$ cat src/rtl/bcd_conv_scheduler.sv
// bcd_conv_scheduler
// Shares one sequential shift-and-add-3 (double-dabble) binary-to-BCD engine
// among NREQ calendar fields. A round-robin pointer picks the requester.
// The engine then runs 8 shift iterations and returns a one-cycle ack
// together with the 3-digit BCD result.
//
//  state | meaning
//  ------+-------------------------------------------------------------
//  IDLE  | waiting for any req; grants round-robin from ptr on exit
//  SHIFT | one add-3/shift iteration per cycle, 8 iterations total
//  DONE  | one cycle: ack[grant] high, bcd_out/bcd_id valid, ptr advances
module bcd_conv_scheduler #(
    parameter int NREQ = 4,
    parameter int IDW  = 2
) (
    input  logic                clk,
    input  logic                rst,
    input  logic [NREQ-1:0]     req,
    input  logic [8*NREQ-1:0]   bin_in,
    output logic [NREQ-1:0]     ack,
    output logic [11:0]         bcd_out,
    output logic [IDW-1:0]      bcd_id,
    output logic                busy
);

    typedef enum logic [1:0] {
        IDLE  = 2'd0,
        SHIFT = 2'd1,
        DONE  = 2'd2
    } state_t;

    state_t          state;
    logic [IDW-1:0]  ptr;
    logic [IDW-1:0]  grant;
    logic [2:0]      cnt;
    logic [11:0]     dig;
    logic [7:0]      shreg;

    logic            gnt_valid;
    logic            found_hi;
    logic [IDW-1:0]  hi_idx;
    logic [IDW-1:0]  lo_idx;
    logic [IDW-1:0]  gnt_idx;
    logic [7:0]      sel_bin;
    logic [NREQ-1:0] grant_oh;
    logic [IDW-1:0]  ptr_next;
    logic [11:0]     adj;
    logic [19:0]     shifted;
    logic [11:0]     nxt_dig;
    logic [7:0]      nxt_sh;

    // Round-robin pick: lowest set req at or above ptr, else lowest set req
    // overall (which necessarily sits below ptr, giving the wrap).
    always_comb begin
        gnt_valid = |req;
        found_hi  = 1'b0;
        hi_idx    = '0;
        lo_idx    = '0;
        for (int i = NREQ - 1; i >= 0; i--) begin
            if (req[i]) begin
                lo_idx = IDW'(i);
                if (IDW'(i) >= ptr) begin
                    found_hi = 1'b1;
                    hi_idx   = IDW'(i);
                end
            end
        end
        gnt_idx = found_hi ? hi_idx : lo_idx;
    end

    // Select the granted requester's binary value.
    always_comb begin
        sel_bin = '0;
        for (int i = 0; i < NREQ; i++) begin
            if (gnt_idx == IDW'(i)) begin
                sel_bin = bin_in[8*i +: 8];
            end
        end
    end

    // One-hot decode of the active grant, and the pointer value after it.
    always_comb begin
        grant_oh = '0;
        for (int i = 0; i < NREQ; i++) begin
            grant_oh[i] = (grant == IDW'(i));
        end
        ptr_next = (grant == IDW'(NREQ - 1)) ? '0 : grant + IDW'(1);
    end

    // Double-dabble step: correct each nibble >= 5 by +3, then shift the
    // digit/binary pair left so the binary MSB enters ones[0].
    always_comb begin
        adj[3:0]   = (dig[3:0]   >= 4'd5) ? dig[3:0]   + 4'd3 : dig[3:0];
        adj[7:4]   = (dig[7:4]   >= 4'd5) ? dig[7:4]   + 4'd3 : dig[7:4];
        adj[11:8]  = (dig[11:8]  >= 4'd5) ? dig[11:8]  + 4'd3 : dig[11:8];
        shifted    = {adj, shreg} << 1;
        nxt_dig    = shifted[19:8];
        nxt_sh     = shifted[7:0];
    end

    assign busy = (state != IDLE);

    // Scheduler FSM with registered ack and result outputs.
    always_ff @(posedge clk or posedge rst) begin
        if (rst) begin
            state   <= IDLE;
            ptr     <= '0;
            grant   <= '0;
            cnt     <= '0;
            dig     <= '0;
            shreg   <= '0;
            ack     <= '0;
            bcd_out <= '0;
            bcd_id  <= '0;
        end else begin
            case (state)
                IDLE: begin
                    if (gnt_valid) begin
                        shreg <= sel_bin;
                        dig   <= '0;
                        cnt   <= '0;
                        grant <= gnt_idx;
                        state <= SHIFT;
                    end
                end
                SHIFT: begin
                    dig   <= nxt_dig;
                    shreg <= nxt_sh;
                    cnt   <= cnt + 3'd1;
                    if (cnt == 3'd7) begin
                        bcd_out <= nxt_dig;
                        bcd_id  <= grant;
                        ack     <= grant_oh;
                        state   <= DONE;
                    end
                end
                DONE: begin
                    ack   <= '0;
                    ptr   <= ptr_next;
                    state <= IDLE;
                end
                default: begin
                    ack   <= '0;
                    state <= IDLE;
                end
            endcase
        end
    end

endmodule

$ cat config.mk
export PLATFORM = sky130hd
export DESIGN_NAME = bcd_conv_scheduler
export DESIGN_NICKNAME = d
export VERILOG_FILES = /design/src/rtl/bcd_conv_scheduler.sv
export SDC_FILE = /design/constraint.sdc
export NUM_CORES = 1
export LEC_CHECK = 0
export CORE_MARGIN = 5
export CORE_UTILIZATION = 50
export DETAILED_ROUTE_END_ITERATION = 10
export PLACE_DENSITY = 0.79
export SETUP_SLACK_MARGIN = 0.2
export SYNTH_ARGS = -nofsm -noshare
export SYNTH_HDL_FRONTEND = slang
export SYNTH_SLANG_ARGS = --single-unit
$ cat constraint.sdc
create_clock -name clk -period 1.8 [get_ports clk]
set_input_delay 0.27 -clock clk [delete_from_list [all_inputs] [get_ports clk]]
set_output_delay 0.27 -clock clk [all_outputs]
set_load 0.01 [all_outputs]
==> results_dict.tcl <==
set metrics [dict create \
    status "finished clean" \
    fin_hold_ws_ns 0.309 \
    wl_microns 6590 \
    drt_iter0_drc 110 \
    async_flop_share_pct 100 \
    grt_max_degree 48 \
    die-area_sq_um 6690 \
    ys_types 38 \
    clk_latency_ns 0.30 \
    cp.arrival_ns 1.84 \
    clock_sinks 47 \
    tritoncts "built" \
    initial_core_util_pct 51.1 \
    layout_min_cycle_time_ns 1.62 \
    crit_family "flip-flops" \
    ant_nets 0 \
    clk_pin_slew_ns 0.08 \
    path_cells "inv_2 -> ha_4 -> nor2b_4 -> nor2b_2 -> nor2_2 -> mux2_4 -> o22ai_1" \
    r2r_end "dig[2]" \
    synth_area_leader_cell "dfrtp_1" \
    cp-endpoint "dig[2]" \
    final_util_pct 71.0 \
    fp-row-count 26 \
    final_common_cell "nand2_1" \
    reg2reg_slack_ns 0.18 \
    reg2reg_from "dig[0]" \
    fillerInstances 367 \
    synthCells 277 \
    crit_path_end_kind "flip-flop" \
    io_pins 57 \
    core_area_sq_um 5040 \
    dp_cells 408 \
    wl_per_cell_microns 15.5 \
    use_met3_pct 2.63 \
    cp_max_fo 4 \
    synth_area_per_cell_sq_um 9.30 \
    cts_inserted_buffers 5 \
    synth.area.top_cells "dfrtp_1, nand2_1, ha_1, a21oi_1, o21ai_0" \
    synth_fp_nets 327 \
    drc 0 \
    cts_root_buf "clkbuf_8" \
    grtUsageMet1_pct 26.6 \
    netlist_area_sq_um 2580 \
    critPathLaunch "dig[0]" \
    maxCapViolCount 0 \
    area_growth_pct 38.9 \
    via_per_inst 5.32 \
    final_cells 424 \
    dr.pass1.iters 4 \
    hold_viol 0 \
    drv_slew 0 \
    max_stage_delay_ns 0.41 \
    start_kind "flip-flop" \
    powerDensity_nw_per_um2 1680 \
    grt_pass1_vias 2201 \
    clockBufferDepth 2 \
    ys.flop_type "dfrtp_1" \
    hold_path.class "input pin to async pin" \
    grt_overflow_total 0 \
    antenna_found_initial 0 \
    ys_ff_latch 47 \
    rsz0062_at_grt "yes" \
    use_met2_pct 34.7 \
    crit_cells 7 \
    n_antenna_cell 0 \
    vias 2255 \
    h-tree-depth 2 \
    finalClockSkew_ns 0.00593 \
    synth_top_cell_area_share_pct 45.6 \
    drive_above_1_share_pct 21.8 \
    most-common-layout-cells "nand2_1, clkdlybuf4s50_1, dfrtp_1, a21oi_1" \
    critical_path_class "flip-flop to flip-flop" \
    finalPower_uw 6020 \
    grt.busiest_layer "met2" \
    slew_headroom_pct 72.7 \
    r2r_cells 7 \
    gp_congestion 0.759 \
    synth_edf_count 0 \
    cpMaxStageDelayCell "dfrtp_1" \
    synth-seq-area-share_pct 45.6 \
    port-buffer-count 56 \
    fmax_mhz 616 \
    yosysWarnings 0 \
    vdd_drop_max_v 0.000785 \
    finalSetupViolations 0 \
    tightest_slew_ns 0.410 \
    cp.required_ns 2.02 \
    min_period_over_period_pct 90.2 \
    gr-usage-all-layers_pct 20.3 \
    place_hpwl_microns 4390 \
    leakage_uw 0.00155 \
    grt_pass1_wl_microns 10400 \
    fp.dieH_microns 81.8 \
    critPathBufInv 1 \
    fp.dieW_microns 81.8 \
    final_nets 404 \
]
report_power, final:
group	leakage [uW]	switching, uW	internal, uW
Sequential	0.000587	386	1550
Clock	0.0000470	343	302
Combinational	0.000918	1700	1740
Total	0.00155	2430	3590
flip-flops by register name (all words and copies together) (netlist names):
name	count
bcd_out	12
dig	12
shreg	8
ack	4
cnt	3
bcd_id	2
grant	2
ptr	2
state	2
cell usage after synthesis (all sizes together) (5+ instances only):
cell,n
o22ai,9
nor2,16
o21ai,32
mux2i,8
a21oi,28
nand2,52
ha,12
inv,11
o32a,8
buf,10
dfrtp,47
mux2,5
stage by stage:
step | setup slack, ns | cell area, sq um | TNS, ns
6_report | 0.177 | 3580 | 0
5_1_grt | 0.151 | 3580 | 0
4_1_cts | 0.168 | 3460 | 0
3_5_place_dp | -0.233 | 3330 | -2.18
3_3_place_gp | -0.123 | 3330 | -1.06
2_1_floorplan | 0.217 | 2580 | 0
layer usage:
layer	wire length, microns	up-vias
met1	2800	1077
li1	-	1125
met5	0	-
met4	102	0
met2	3520	42
met3	173	11
logic make-up (layout without fill, tap and decap cells):
family / count (synthesis) / after routing / share of synthesized area [%]
buf+inv: 24 / 101 / 4.85
simple gates: 90 / 90 / 16.4
compound gates: 88 / 88 / 21.0
mux: 13 / 13 / 5.29
flops: 47 / 47 / 45.6
fa+ha+maj: 12 / 12 / 5.83
xor+xnor: 3 / 3 / 1.02
worst reg2reg max path, stage by stage, from the launching register on:
cell and delay, ns:
dfrtp_1 0.41, inv_2 0.13, ha_4 0.17, nor2b_4 0.18, nor2b_2 0.07, nor2_2 0.13
mux2_4 0.32, o22ai_1 0.15
how the worst min path moves through the flow:
| stage | start | end | depth (start not counted) |
|---|---|---|---|
| final | rst | dig[4] | 3 |
| after global routing | rst | dig[4] | 3 |
| after CTS | rst | bcd_out[5] | 3 |
| after detailed placement | bcd_out[9] | bcd_out[9] | 2 |
| after global placement | bcd_out[10] | bcd_out[10] | 2 |
| after floorplan | req[0] | state[0] | 2 |
layout make-up:
type / instances / area [sq um] / area share (%)
multi-input cells: 206 / 1370 / 38.3
flip-flops and latches: 47 / 1180 / 33.0
repair buffers: 83 / 813 / 22.7
well taps: 70 / 87.6 / 2.45
clock buffers: 6 / 82.6 / 2.31
inverters: 11 / 41.3 / 1.15
clock inverters: 1 / 5.00 / 0.140
what timing repair did:
action | 4_1_cts | 5_1_grt
setup endpoints to repair | 26 | 24
pin swaps | 5 | 4
resized for setup | 20 | 25
buffers inserted | 2 | 6
cloned | 0 | 1
hold buffers | 0 | 0
Note: power is estimated with default switching activity, not from simulation.
